## src/rtl/obi_wb_responder_bridge.sv

```systemverilog
// OBI responder to Wishbone classic initiator bridge with one outstanding access.
// Optional bus-wait timeout is built when OBI_WB_TIMEOUT_EN is defined.
module obi_wb_responder_bridge #(
    parameter int ADDR_WIDTH     = 32,
    parameter int DATA_WIDTH     = 32,
    parameter int TIMEOUT_CYCLES = 1024
) (
    input  logic                      clk,
    input  logic                      rst_n,
    input  logic                      obi_req_i,
    output logic                      obi_gnt_o,
    input  logic [ADDR_WIDTH-1:0]     obi_addr_i,
    input  logic                      obi_we_i,
    input  logic [DATA_WIDTH/8-1:0]   obi_be_i,
    input  logic [DATA_WIDTH-1:0]     obi_wdata_i,
    output logic                      obi_rvalid_o,
    output logic [DATA_WIDTH-1:0]     obi_rdata_o,
    output logic                      obi_err_o,
    output logic                      wb_cyc_o,
    output logic                      wb_stb_o,
    output logic                      wb_we_o,
    output logic [DATA_WIDTH/8-1:0]   wb_sel_o,
    output logic [ADDR_WIDTH-1:0]     wb_addr_o,
    output logic [DATA_WIDTH-1:0]     wb_dat_o,
    input  logic [DATA_WIDTH-1:0]     wb_dat_i,
    input  logic                      wb_ack_i,
    input  logic                      wb_err_i
);

    localparam int BE_WIDTH = DATA_WIDTH / 8;

    typedef enum logic [1:0] {
        IDLE = 2'd0,
        BUS  = 2'd1,
        RESP = 2'd2
    } state_t;

    state_t                  state_r;
    logic                    cyc_r;
    logic                    we_r;
    logic [BE_WIDTH-1:0]     sel_r;
    logic [ADDR_WIDTH-1:0]   addr_r;
    logic [DATA_WIDTH-1:0]   wdata_r;
    logic                    rvalid_r;
    logic                    err_r;
    logic [DATA_WIDTH-1:0]   rdata_r;

    logic                    grant_s;
    logic                    term_s;
    logic                    term_err_s;
    logic                    timeout_s;

    if (TIMEOUT_CYCLES < 2) begin : g_bad_timeout
        $error("obi_wb_responder_bridge: TIMEOUT_CYCLES must be at least 2");
    end

`ifdef OBI_WB_TIMEOUT_EN
    localparam int                CNT_W    = $clog2(TIMEOUT_CYCLES);
    localparam logic [CNT_W-1:0]  TMO_LAST = CNT_W'(TIMEOUT_CYCLES - 1);

    logic [CNT_W-1:0] tmo_cnt_r;

    assign timeout_s = (tmo_cnt_r == TMO_LAST);

    // Bus-wait counter: cleared at grant, advances each unterminated BUS cycle
    always_ff @(posedge clk) begin
        if (!rst_n) begin
            tmo_cnt_r <= '0;
        end else if (grant_s) begin
            tmo_cnt_r <= '0;
        end else if ((state_r == BUS) && !term_s) begin
            tmo_cnt_r <= tmo_cnt_r + CNT_W'(1);
        end else begin
            tmo_cnt_r <= tmo_cnt_r;
        end
    end
`else
    assign timeout_s = 1'b0;
`endif

    // Grant decode and bus-phase termination; an ack on the expiry cycle beats the timeout
    always_comb begin
        grant_s    = 1'b0;
        term_s     = 1'b0;
        term_err_s = 1'b0;
        if (state_r == IDLE) begin
            grant_s = obi_req_i;
        end else begin
            grant_s = 1'b0;
        end
        if (state_r == BUS) begin
            term_s     = wb_ack_i | wb_err_i | timeout_s;
            term_err_s = wb_err_i | (timeout_s & ~wb_ack_i);
        end else begin
            term_s     = 1'b0;
            term_err_s = 1'b0;
        end
    end

    // Transaction FSM: latch request at grant, run one WB cycle, pulse the response
    always_ff @(posedge clk) begin
        if (!rst_n) begin
            state_r  <= IDLE;
            cyc_r    <= 1'b0;
            we_r     <= 1'b0;
            sel_r    <= '0;
            addr_r   <= '0;
            wdata_r  <= '0;
            rvalid_r <= 1'b0;
            err_r    <= 1'b0;
            rdata_r  <= '0;
        end else begin
            case (state_r)
                IDLE: begin
                    rvalid_r <= 1'b0;
                    err_r    <= 1'b0;
                    if (grant_s) begin
                        state_r <= BUS;
                        cyc_r   <= 1'b1;
                        we_r    <= obi_we_i;
                        sel_r   <= obi_be_i;
                        addr_r  <= obi_addr_i;
                        wdata_r <= obi_wdata_i;
                    end
                end
                BUS: begin
                    if (term_s) begin
                        state_r  <= RESP;
                        cyc_r    <= 1'b0;
                        rvalid_r <= 1'b1;
                        err_r    <= term_err_s;
                        // Only a clean read ack refreshes the returned data
                        if (!we_r && wb_ack_i && !term_err_s) begin
                            rdata_r <= wb_dat_i;
                        end
                    end
                end
                RESP: begin
                    state_r  <= IDLE;
                    rvalid_r <= 1'b0;
                    err_r    <= 1'b0;
                end
                default: begin
                    state_r  <= IDLE;
                    cyc_r    <= 1'b0;
                    rvalid_r <= 1'b0;
                    err_r    <= 1'b0;
                end
            endcase
        end
    end

    assign obi_gnt_o    = grant_s;
    assign obi_rvalid_o = rvalid_r;
    assign obi_err_o    = err_r;
    assign obi_rdata_o  = rdata_r;
    assign wb_cyc_o     = cyc_r;
    assign wb_stb_o     = cyc_r;
    assign wb_we_o      = we_r;
    assign wb_sel_o     = sel_r;
    assign wb_addr_o    = addr_r;
    assign wb_dat_o     = wdata_r;

endmodule
```

## config.mk

```make
export PLATFORM = sky130hd
export DESIGN_NAME = obi_wb_responder_bridge
export DESIGN_NICKNAME = d
export VERILOG_FILES = /design/src/rtl/obi_wb_responder_bridge.sv
export SDC_FILE = /design/constraint.sdc
export NUM_CORES = 1
export LEC_CHECK = 0
export ABC_AREA = 0
export CAP_MARGIN = 25
export CORE_AREA = 3 3 107 109
export DETAILED_ROUTE_END_ITERATION = 10
export DIE_AREA = 0 0 110 112
export PLACE_DENSITY = 0.83
export SYNTH_ARGS = -nofsm -noshare
export SYNTH_HDL_FRONTEND = slang
export SYNTH_SLANG_ARGS = --single-unit
```

## constraint.sdc

```tcl
create_clock -name clk -period 1.9 [get_ports clk]
set_input_delay 0.38 -clock clk [delete_from_list [all_inputs] [get_ports clk]]
set_output_delay 0.38 -clock clk [all_outputs]
set_load 0.1 [all_outputs]
```

==> results.sh, run 1 <==
export IMPL_die_y_um=112
export IMPL_wl_per_cell_um=13.8
export IMPL_synth_top_cell_by_area="dfxtp_1"
export IMPL_crit_buf_inv=2
export IMPL_ant_nets=0
export IMPL_met3_usage_pct=5.74
export IMPL_drt_first_pass_iters=5
export IMPL_synth_ff_type="dfxtp_1"
export IMPL_fin_nets=767
export IMPL_clk_insertion_delay_late_ps=360
export IMPL_htreeDepth=3
export IMPL_core_area_mm2=0.0107
export IMPL_cts_path_max_buffers=2
export IMPL_gp_congestion=0.741
export IMPL_cts_tree="done"
export IMPL_grt_pass1_vias=3672
export IMPL_n_antenna_cell=0
export IMPL_setup_viol=0
export IMPL_crit_type="reg -> out"
export IMPL_p_per_area_mw_per_mm2=864
export IMPL_whs_ps=450
export IMPL_viasPerCell=4.57
export IMPL_critical_path_arrival_ps=1410
export IMPL_synth_top_cell_area_share_pct=52.2
export IMPL_syn_inst=460
export IMPL_drc=0
export IMPL_syn_nets=566
export IMPL_hpwl_mm=8.27
export IMPL_top_usage_layer="met2"
export IMPL_required_ps=1520
export IMPL_ys_ff_latch=106
export IMPL_row_count=38
export IMPL_yosys_top_cells_count="202 x nand2_1, 106 x dfxtp_1, 69 x a21boi_1, 33 x mux2i_1, 15 x clkbuf_1"
export IMPL_syn_area_per_cell_um2=8.83
export IMPL_async_flop_share_pct=0
export IMPL_final_hold_viol_count=0
export IMPL_worst_pin_slew_ps=330
export IMPL_slew_headroom_pct=78.0
export IMPL_grt_pass1_wl_mm=17.3
export IMPL_path_max_fanout=5
export IMPL_antenna_found_initial=0
export IMPL_grt_max_degree=59
export IMPL_die_area_mm2=0.0123
export IMPL_synth_most_common_cell="nand2_1"
export IMPL_crit_path_top_delay_cell="or3b_4"
export IMPL_finalCritPeriodShare_pct=94.1
export IMPL_ctsHoldBuffers=0
export IMPL_irDropWorstVdd_v=0.000447
export IMPL_syn_area_mm2=0.00406
export IMPL_drt_first_iter_violations=162
export IMPL_endpoint_kind="primary output"
export IMPL_clock_skew_final_ps=8.22
export IMPL_synth_distinct_cells=21
export IMPL_use_met2_pct=31.4
export IMPL_slew_viol_final=0
export IMPL_via_count=3684
export IMPL_min_period_ps=1790
export IMPL_floorplan_initialDensity_pct=38.0
export IMPL_cts_root_buffer="clkbuf_8"
export IMPL_path_cells="or3b_4 -> inv_6 -> buf_12"
export IMPL_cts_buffers=9
export IMPL_grt_use_total_pct=17.8
export IMPL_max_stage_delay_ps=440
export IMPL_ys_warn_count=0
export IMPL_clkTransAtPathRegs_ps=90
export IMPL_seq_area_frac_synth_pct=52.2
export IMPL_critPathTopFamily="simple AND/OR/NAND/NOR gates"
export IMPL_leakage_uw=0.00261
export IMPL_portBuffers=211
export IMPL_synth_edff_count=0
export IMPL_layout_drive_gt1_share_pct=20.4
export IMPL_status="finished clean"
export IMPL_die_w_um=110
export IMPL_hold_path_class="in -> reg"
export IMPL_fmax_mhz=559
export IMPL_num_io_pins=212
export IMPL_gr_total_overflow=0
export IMPL_routed_wl_mm=11.1
export IMPL_power_uw=5390
export IMPL_rsz0062_at_grt="false"
export IMPL_syn_to_final_growth_pct=53.6
export IMPL_startpoint_type="flop"
export IMPL_numClockSinks=106
export IMPL_drv_cap=0
export IMPL_use_met1_pct=19.5
export IMPL_ys_top_cells_by_area="dfxtp_1 52%, nand2_1 19%, a21boi_1 13%"
-- placed cells by master, fill, tap and decap left out --
cell             count
nor2b_1              1
o31ai_1              1
dlygate4sd2_1        1
dfxtp_1            106
nand3b_1             1
inv_1                1
clkdlybuf4s50_1    103
bufinv_16            1
a21oi_1              2
nor3b_1              1
or3b_4               1
clkbuf_8            11
nand2_1            202
nand2b_1             1
buf_12               7
mux2i_1             33
inv_6                1
nor2_1               4
nor4_4               1
a21boi_1            69
clkbuf_1             3
clkinv_2             1
nor3_1               1
buf_4              113
-- power by group --
group	total, uW	internal (uW)	leakage, uW	switching (uW)
clock	1390	683	0.000101	711
combinational	1600	482	0.00164	1120
sequential	2400	2330	0.000866	64.1
-- cell families (layout without fill, tap and decap cells) --
| logic type | Yosys count | count (layout) | synth area share, % |
|---|---|---|---|
| AND/OR/NAND/NOR | 213 | 213 | 20.6 |
| buffers and inverters | 36 | 242 | 5.85 |
| AO/OA/AOI/OAI | 72 | 72 | 13.2 |
| flip-flops | 106 | 106 | 52.2 |
| multiplexers | 33 | 33 | 8.13 |
-- registers in the layout, summed over array words and instances (netlist names) --
register      flops
obi_rdata_o      32
wb_addr_o        32
wb_dat_o         32
wb_sel_o          4
state_r           2
obi_err_o         1
obi_rvalid_o      1
wb_cyc_o          1
wb_we_o           1
-- final timing paths --
| kind | start | end | slack [ps] | cells after the start |
|---|---|---|---|---|
| setup / recovery | state_r[1]$_SDFFE_PN0P_ | obi_gnt_o | 110 | 3 |
| hold / removal | rst_n | wb_addr_o[12]$_SDFFE_PN0P_ | 450 | 2 |
| hold reg to reg | wb_dat_o[4]$_SDFFE_PN0P_ | wb_dat_o[4]$_SDFFE_PN0P_ | 460 | 2 |
| setup reg to reg | state_r[1]$_SDFFE_PN0P_ | wb_dat_o[14]$_SDFFE_PN0P_ | 280 | 6 |
-- stage by stage --
| step | setup TNS [ps] | util, % | area [um2] | std cells | worst slack [ps] |
|---|---|---|---|---|---|
| floorplan | 0 | - | 4060 | 460 | 147 |
| global placement | -7920 | 56.4 | 6030 | 789 | -158 |
| detailed placement | -10070 | 56.4 | 6030 | 789 | -202 |
| CTS | 0 | 58.3 | 6240 | 806 | 104 |
| global route | 0 | 58.3 | 6240 | 806 | 46.7 |
| finish | 0 | 58.3 | 6240 | 806 | 112 |
-- area by class of cell --
cell class	count	area, um2
multi-input combinational	318	1700
sequential	106	2120
timing repair buffer	224	2030
tap	140	175
clock inverter	2	35.0
inverter	2	12.5
clock buffer	14	163
fill	926	4460
-- what timing repair did --
item                                    in CTS  in global routing
buffers inserted                             1                  0
endpoints found under the setup margin       1                  0
gates resized for setup                      2                  0
-- layer usage --
layer,up-vias,share of wire [%]
li1,1869,-
met1,1674,39
met2,126,51
met3,15,8.3
met4,0,2.0
met5,-,0
-- worst register-to-register path: stages (launching register included) --
cell and delay (ps):
dfxtp_1 360, or3b_4 440, inv_6 90, buf_4 140, buf_4 280, nand2_1 110, a21boi_1 140
Power figures use the tool's default switching activity.
==> run 2: changes to the inputs <==
--- a/config.mk
+++ b/config.mk
@@ -11,6 +11,7 @@
 export DETAILED_ROUTE_END_ITERATION = 10
 export DIE_AREA = 0 0 110 112
 export PLACE_DENSITY = 0.83
+export SKIP_CTS_REPAIR_TIMING = 1
 export SYNTH_ARGS = -nofsm -noshare
 export SYNTH_HDL_FRONTEND = slang
 export SYNTH_SLANG_ARGS = --single-unit
==> run 2 against run 1 <==
Compared with the run above: utilization grew 0.11 points; critical endpoint unchanged; largest power group unchanged; clock skew about the same; total power about the same; non-clock buffer count rose by 1; worst setup slack lost 13 ps; sequential power barely moved; final cell count rose by 0.12%; die area is the same; combinational power hardly changed; routed wire length decreased by 0.39%; fmax down 0.70%.
==> results.sh, run 2 (same netlist as run 1, synthesis figures left out) <==
export IMPL_antenna_found_initial=0
export IMPL_cts_buffers=9
export IMPL_layout_drive_gt1_share_pct=20.5
export IMPL_setup_viol=0
export IMPL_slew_viol_final=0
export IMPL_syn_to_final_growth_pct=53.9
export IMPL_leakage_uw=0.00262
export IMPL_slew_headroom_pct=77.9
export IMPL_clkTransAtPathRegs_ps=90
export IMPL_die_y_um=112
export IMPL_pre_cts_ws_ps=-202
export IMPL_irDropWorstVdd_v=0.000447
export IMPL_die_w_um=110
export IMPL_status="finished clean"
export IMPL_crit_type="reg -> out"
export IMPL_startpoint_type="flop"
export IMPL_drt_first_pass_iters=4
export IMPL_rsz0062_at_grt="false"
export IMPL_drt_first_iter_violations=189
export IMPL_htreeDepth=3
export IMPL_portBuffers=211
export IMPL_tns_ps=0
export IMPL_num_io_pins=212
export IMPL_gr_total_overflow=0
export IMPL_fmax_mhz=555
export IMPL_wl_per_cell_um=13.8
export IMPL_path_cells="or3b_4 -> inv_6 -> buf_12"
export IMPL_via_count=3683
export IMPL_final_cell_mix="202 x nand2_1, 114 x buf_4, 106 x dfxtp_1, 103 x clkdlybuf4s50_1, 69 x a21boi_1"
export IMPL_core_area_mm2=0.0107
export IMPL_critical_path_arrival_ps=1420
export IMPL_finalWorstSetupSlack_ps=99.1
export IMPL_fill_cells=923
export IMPL_worst_pin_slew_ps=332
export IMPL_path_max_fanout=5
export IMPL_die_area_mm2=0.0123
export IMPL_hpwl_mm=8.27
export IMPL_fin_nets=768
export IMPL_gp_congestion=0.741
export IMPL_endpoint_kind="primary output"
export IMPL_cts_tree="done"
export IMPL_p_per_area_mw_per_mm2=863
export IMPL_finalCritPeriodShare_pct=94.8
export IMPL_max_stage_delay_ps=440
export IMPL_clock_skew_final_ps=8.39
export IMPL_n_antenna_cell=0
export IMPL_grt_max_degree=59
export IMPL_final_hold_viol_count=0
export IMPL_cts_path_max_buffers=2
export IMPL_fin_util_pct=58.4
export IMPL_grt_pass1_wl_mm=17.2
export IMPL_numClockSinks=106
export IMPL_routed_wl_mm=11.1
export IMPL_power_uw=5390
export IMPL_row_count=38
export IMPL_cts_root_buffer="clkbuf_8"
export IMPL_clk_insertion_delay_late_ps=360
export IMPL_drc=0
export IMPL_final_common_cell="nand2_1"
export IMPL_required_ps=1520
export IMPL_floorplan_initialDensity_pct=38.0
export IMPL_grt_pass1_vias=3653
export IMPL_ant_nets=0
export IMPL_drv_cap=0
export IMPL_crit_path_top_delay_cell="or3b_4"
export IMPL_min_period_ps=1800
export IMPL_viasPerCell=4.56
export IMPL_hold_path_class="in -> reg"
export IMPL_grt_use_total_pct=17.6
==> run 2: cell types whose count changed in the layout (fill, tap and decap cells not counted) <==
| cell | before | now |
|---|---|---|
| buf_4 | 113 | 114 |
| dlymetal6s2s_1 | 0 | 1 |
| dlygate4sd2_1 | 1 | 0 |
==> run 2: worst paths after layout <==
check	startpoint	endpoint	slack [ps]	cells past startpoint
worst max-delay path	state_r[1]$_SDFFE_PN0P_	obi_gnt_o	100	3
worst min-delay path	obi_req_i	state_r[0]$_SDFFE_PN0P_	410	3
worst max register to register	state_r[1]$_SDFFE_PN0P_	wb_dat_o[14]$_SDFFE_PN0P_	310	6
worst min register to register	wb_dat_o[4]$_SDFFE_PN0P_	wb_dat_o[4]$_SDFFE_PN0P_	460	2
==> run 2: critical path: cells and delay by family (launching register included) <==
| family | cells | cell delay, ps |
|---|---|---|
| buffers and inverters | 2 | 260 |
| flip-flops | 1 | 360 |
| AND/OR/NAND/NOR | 1 | 440 |
==> run 2: through the flow <==
| step | instance area, um2 | cells | hold WS, ps |
|---|---|---|---|
| finish | 6250 | 807 | 406 |
| detailed placement | 6030 | 789 | 445 |
| global route | 6250 | 807 | 394 |
| CTS | 6230 | 805 | 434 |
| global placement | 6030 | 789 | 441 |
| floorplan | 4060 | 460 | 440 |
==> run 2: layout make-up <==
cell class,count,area (um2),share of cell area [%]
clock buffer,14,163,2.60
clock inverter,2,35.0,0.560
inverter,2,12.5,0.200
multi-input combinational,318,1700,27.3
sequential,106,2120,33.9
tap,140,175,2.80
timing repair buffer,225,2040,32.6
==> run 2: report_power, final <==
part	total (uW)	internal [uW]	switching, uW
logic	1600	484	1120
clock network	1390	683	710
registers	2400	2330	64.2
total	5390	3500	1890
==> run 2: routing by layer <==
| layer | up-vias | routed length [um] | GRT usage (%) |
|---|---|---|---|
| met5 | - | 0 | 0 |
| li1 | 1871 | - | - |
| met1 | 1671 | 4320 | 19.5 |
| met4 | 0 | 165 | 5.99 |
| met2 | 128 | 5700 | 31.1 |
| met3 | 13 | 917 | 5.68 |
==> run 3: changes to the inputs <==
--- a/config.mk
+++ b/config.mk
@@ -7,10 +7,10 @@
 export LEC_CHECK = 0
 export ABC_AREA = 0
 export CAP_MARGIN = 25
-export CORE_AREA = 3 3 107 109
+export CORE_AREA = 3 3 119 98
 export DETAILED_ROUTE_END_ITERATION = 10
-export DIE_AREA = 0 0 110 112
-export PLACE_DENSITY = 0.83
+export DIE_AREA = 0 0 122 101
+export PLACE_DENSITY = 0.84
 export SKIP_CTS_REPAIR_TIMING = 1
 export SYNTH_ARGS = -nofsm -noshare
 export SYNTH_HDL_FRONTEND = slang
==> run 3 against run 2 <==
Compared with the run above: clock-buffer cell count is 3 lower; cell area is 1.3% higher; routed wire length is 0.84% lower; sequential cell count stayed put; hold slack better by 2.2 ps; clock power is 35% higher; final cell count is 0.25% lower; global-route usage is 0.67 points lower; highest routed layer unchanged.
==> results.sh, run 3 (same netlist as run 1, synthesis figures left out) <==
export IMPL_finalCritPeriodShare_pct=92.3
export IMPL_viasPerCell=4.65
export IMPL_cts_root_buffer="clkbuf_16"
export IMPL_p_per_area_mw_per_mm2=925
export IMPL_drc=0
export IMPL_fin_nets=762
export IMPL_grt_use_total_pct=16.9
export IMPL_via_count=3743
export IMPL_layout_drive_gt1_share_pct=20.1
export IMPL_clock_skew_final_ps=6.42
export IMPL_routed_wl_mm=11.0
export IMPL_finalWorstSetupSlack_ps=146
export IMPL_fin_cells=805
export IMPL_n_antenna_cell=0
export IMPL_placed_area_mm2=0.00602
export IMPL_gp_congestion=0.743
export IMPL_die_area_mm2=0.0123
export IMPL_path_max_fanout=5
export IMPL_status="finished clean"
export IMPL_hpwl_mm=8.25
export IMPL_setup_viol=0
export IMPL_cts_buffers=9
export IMPL_leakage_uw=0.00264
export IMPL_final_common_cell="nand2_1"
export IMPL_endpoint_kind="primary output"
export IMPL_cts_tree="done"
export IMPL_rsz0062_at_grt="false"
export IMPL_fill_cells=947
export IMPL_final_hold_viol_count=0
export IMPL_die_y_um=101
export IMPL_slew_headroom_pct=66.2
export IMPL_grt_max_degree=56
export IMPL_htreeDepth=3
export IMPL_num_io_pins=212
export IMPL_floorplan_initialDensity_pct=38.0
export IMPL_worst_pin_slew_ps=507
export IMPL_row_count=34
export IMPL_hold_path_class="in -> reg"
export IMPL_grt_pass1_vias=3606
export IMPL_gr_total_overflow=0
export IMPL_portBuffers=211
export IMPL_grt_pass1_wl_mm=16.9
export IMPL_fmax_mhz=570
export IMPL_critical_path_arrival_ps=1370
export IMPL_ant_nets=0
export IMPL_antenna_found_initial=0
export IMPL_startpoint_type="flop"
export IMPL_final_cell_mix="202 x nand2_1, 107 x buf_4, 106 x dfxtp_1, 103 x clkdlybuf4s50_1, 69 x a21boi_1"
export IMPL_die_w_um=122
export IMPL_final_area_mm2=0.00633
export IMPL_clkTransAtPathRegs_ps=70
export IMPL_post_place_cells=789
export IMPL_crit_type="reg -> out"
export IMPL_drt_first_pass_iters=4
export IMPL_core_area_mm2=0.0107
export IMPL_irDropWorstVdd_v=0.000447
export IMPL_cts_path_max_buffers=2
export IMPL_min_period_ps=1750
export IMPL_drt_first_iter_violations=142
export IMPL_required_ps=1520
export IMPL_pre_cts_ws_ps=-180
export IMPL_clk_insertion_delay_late_ps=340
export IMPL_numClockSinks=106
export IMPL_drv_cap=0
export IMPL_syn_to_final_growth_pct=55.9
export IMPL_tns_ps=0
export IMPL_wl_per_cell_um=13.7
export IMPL_slew_viol_final=0
==> run 3: metrics by stage <==
stage	utilization [%]	total power (uW)	hold slack (ps)
after floorplan	-	3570	440
after global placement	56.4	4020	441
after detailed placement	56.4	4050	446
after CTS	59.2	5920	456
after global routing	59.3	6070	424
final	59.3	5860	408
==> run 3: routing by layer <==
metal | GRT usage (%) | up-vias | wire [um]
li1 | - | 1861 | -
met1 | 19.1 | 1736 | 4320
met2 | 30.1 | 126 | 5570
met3 | 6.00 | 20 | 934
met4 | 5.17 | 0 | 191
met5 | 0 | - | 0
==> run 3: path summary, 6_finish.rpt <==
| path | from | to | slack (ps) | cells after the start |
|---|---|---|---|---|
| min reg2reg | wb_dat_o[31]$_SDFFE_PN0P_ | wb_dat_o[31]$_SDFFE_PN0P_ | 460 | 2 |
| max reg2reg | state_r[1]$_SDFFE_PN0P_ | wb_addr_o[15]$_SDFFE_PN0P_ | 470 | 5 |
| max | state_r[1]$_SDFFE_PN0P_ | obi_gnt_o | 150 | 3 |
| min | obi_req_i | state_r[0]$_SDFFE_PN0P_ | 410 | 3 |
==> run 3: critical path, cell delays in order (launching register included) <==
cell	delay, ps
dfxtp_1	340
or3b_4	430
clkinv_4	90
buf_12	170
==> run 3: area by class of cell <==
cell class | count | area [um2] | share of cell area, %
Sequential cell | 106 | 2120 | 33.5
Inverter | 2 | 12.5 | 0.198
Multi-Input combinational cell | 318 | 1700 | 26.9
Tap cell | 144 | 180 | 2.85
Clock buffer | 11 | 243 | 3.83
Timing Repair Buffer | 219 | 2010 | 31.7
Clock inverter | 5 | 62.6 | 0.988
==> run 3: power by group <==
part / switching [uW] / total, uW / internal [uW]
sequential: 65.4 / 2400 / 2330
clock: 804 / 1870 / 1070
combinational: 1110 / 1590 / 473
total: 1980 / 5860 / 3870
==> patch: new RTL, flow settings as in run 1 <==
`ADDR_WIDTH`: 32 -> 48.
--- a/src/rtl/obi_wb_responder_bridge.sv
+++ b/src/rtl/obi_wb_responder_bridge.sv
@@ -3,3 +3,3 @@
 module obi_wb_responder_bridge #(
-    parameter int ADDR_WIDTH     = 32,
+    parameter int ADDR_WIDTH     = 48,
     parameter int DATA_WIDTH     = 32,
Ports: changed (resized obi_addr_i and wb_addr_o); port bits go from 212 to 244. No check against the original RTL was run, so the function may have changed too.
==> patch against run 1 <==
- global-route usage increased by 3.8 points
- wire length grew 20%
- clock power grew to 2.5 times the old value
- final cell count up 14%
- area after synthesis up 15%
- final area is 23% higher
- critical endpoint unchanged
- total power grew 52%
- largest cell class unchanged
- sequential cell count up 16
- largest power group is now the clock network
- core utilization rose by 13 points
- synthesized cell count grew 15%
- worst setup slack worse by 0.094 ns
==> patch: results (changes against run 1) <==
| Metric | Value |
|---|---|
| Commonest cells post-synth | `224 x nand2_1, 122 x dfxtp_1, 55 x a21boi_0, 33 x mux2i_1, 20 x a21boi_1` |
| GRT Total Usage | `21.6% (+3.8 points)` |
| Hold Crit Endpoint | `obi_rdata_o[23]` |
| Layout Skew | `0.00491 ns (-0.00331 ns)` |
| Reg clk slew, reported paths | `0.05 ns (-0.04 ns)` |
| IO Port Bufs | `243 (+15%)` |
| Synthesized Nets | `652 (+15%)` |
| Slowest cell delay on critical path | `0.48 ns (+0.04 ns)` |
| Largest net degree at the start of global routing | `61 (+3.4%)` |
| Gp weighted congestion | `0.780 (+5.3%)` |
| Number of global-route vias before repair | `4365 (+19%)` |
| Crit. Startpoint | `obi_req_i` |
| Rel. slew slack | `72.7% (-5.2 points)` |
| Global Route met2 Usage | `38.4% (+7.1 points)` |
| Worst reg2reg startpoint | `state_r[0]` |
| Status | `complete, no violations` |
| Starting DRT DRC Count | `245 (+51%)` |
| Nets | `888 (+16%)` |
| Synth Area in Compound Gates | `14.8% (+1.6 points)` |
| P_leak | `3.19 nW (+22%)` |
| Routing usage on met3 | `9.33% (+3.6 points)` |
| TritonRoute pass-1 iters | `4 (-1)` |
| Crit Path Max Fanout | `2 (-3)` |
| Reg2Reg Capture Point | `wb_dat_o[13]` |
| Worst hold stages | `3 (+1)` |
| Clock latency on the worst-skew pair | `0.50 ns (+0.14 ns)` |
==> patch: cell count changes after synthesis, sizes merged <==
cell	delta
dfxtp	+16
inv	-1
nand2	+32
clkinv	+1
buf	+3
clkbuf	+3
a21boi	+16
==> patch: worst max path at each step <==
stage,end,slack [ns],cells after the start
finish,obi_gnt_o,0.02,4
global route,obi_gnt_o,-0.02,3
CTS,obi_gnt_o,-0.007,3
detailed placement,wb_dat_o[13],-0.1,6
global placement,obi_gnt_o,-0.02,4
floorplan,obi_gnt_o,0.13,4
==> patch: stage by stage <==
stage,power [mW],cell area [um^2],util [%],TNS [ns],instances
after floorplan,4.14,4680,-,0,530
after global placement,4.70,6990,65.3,-0.0224,885
after detailed placement,4.74,6990,65.3,-1.36,885
after CTS,8.28,7670,71.7,-0.00672,917
after global routing,8.49,7670,71.7,-0.0176,917
final,8.19,7670,71.7,0,917
==> patch: where the power goes <==
group / internal, mW / switching (mW)
Clock: 2.46 / 1.05
Sequential: 2.70 / 0.0775
Combinational: 0.573 / 1.33
Total: 5.73 / 2.47
==> patch: cells by family (layout without fill, tap and decap cells) <==
logic type | count (synthesis) | in the layout
simple gates | 245 | 245
mux | 33 | 33
flops | 122 | 122
compound gates | 88 | 88
buf+inv | 42 | 289
==> patch: final cells by class <==
class	instances	area, um^2
Clock buffer	24	500
Clock inverter	6	158
Fill cell	779	3030
Inverter	2	12.5
Multi-Input combinational cell	366	2010
Sequential cell	122	2450
Tap cell	140	175
Timing Repair Buffer	257	2370
==> patch: routing by layer <==
metal  share of wire (%)  up-vias
met1                  36     1986
met5                   0        -
met3                 9.7       27
li1                    -     2170
met4                 2.5        0
met2                  51      178
==> patch: timing repair <==
| item | in CTS | in global routing |
|---|---|---|
| pin swaps | 1 | 0 |
| setup endpoints to repair | 1 | 1 |
| buffers inserted | 2 | 0 |
| gates resized for setup | 3 | 0 |
==> patch: worst register-to-register path: stages, from the launching register on <==
cell and delay, ns:
dfxtp_4 0.33, or3b_4 0.41, clkinv_4 0.07, buf_4 0.15
buf_12 0.23, nand2_1 0.09, a21boi_0 0.20
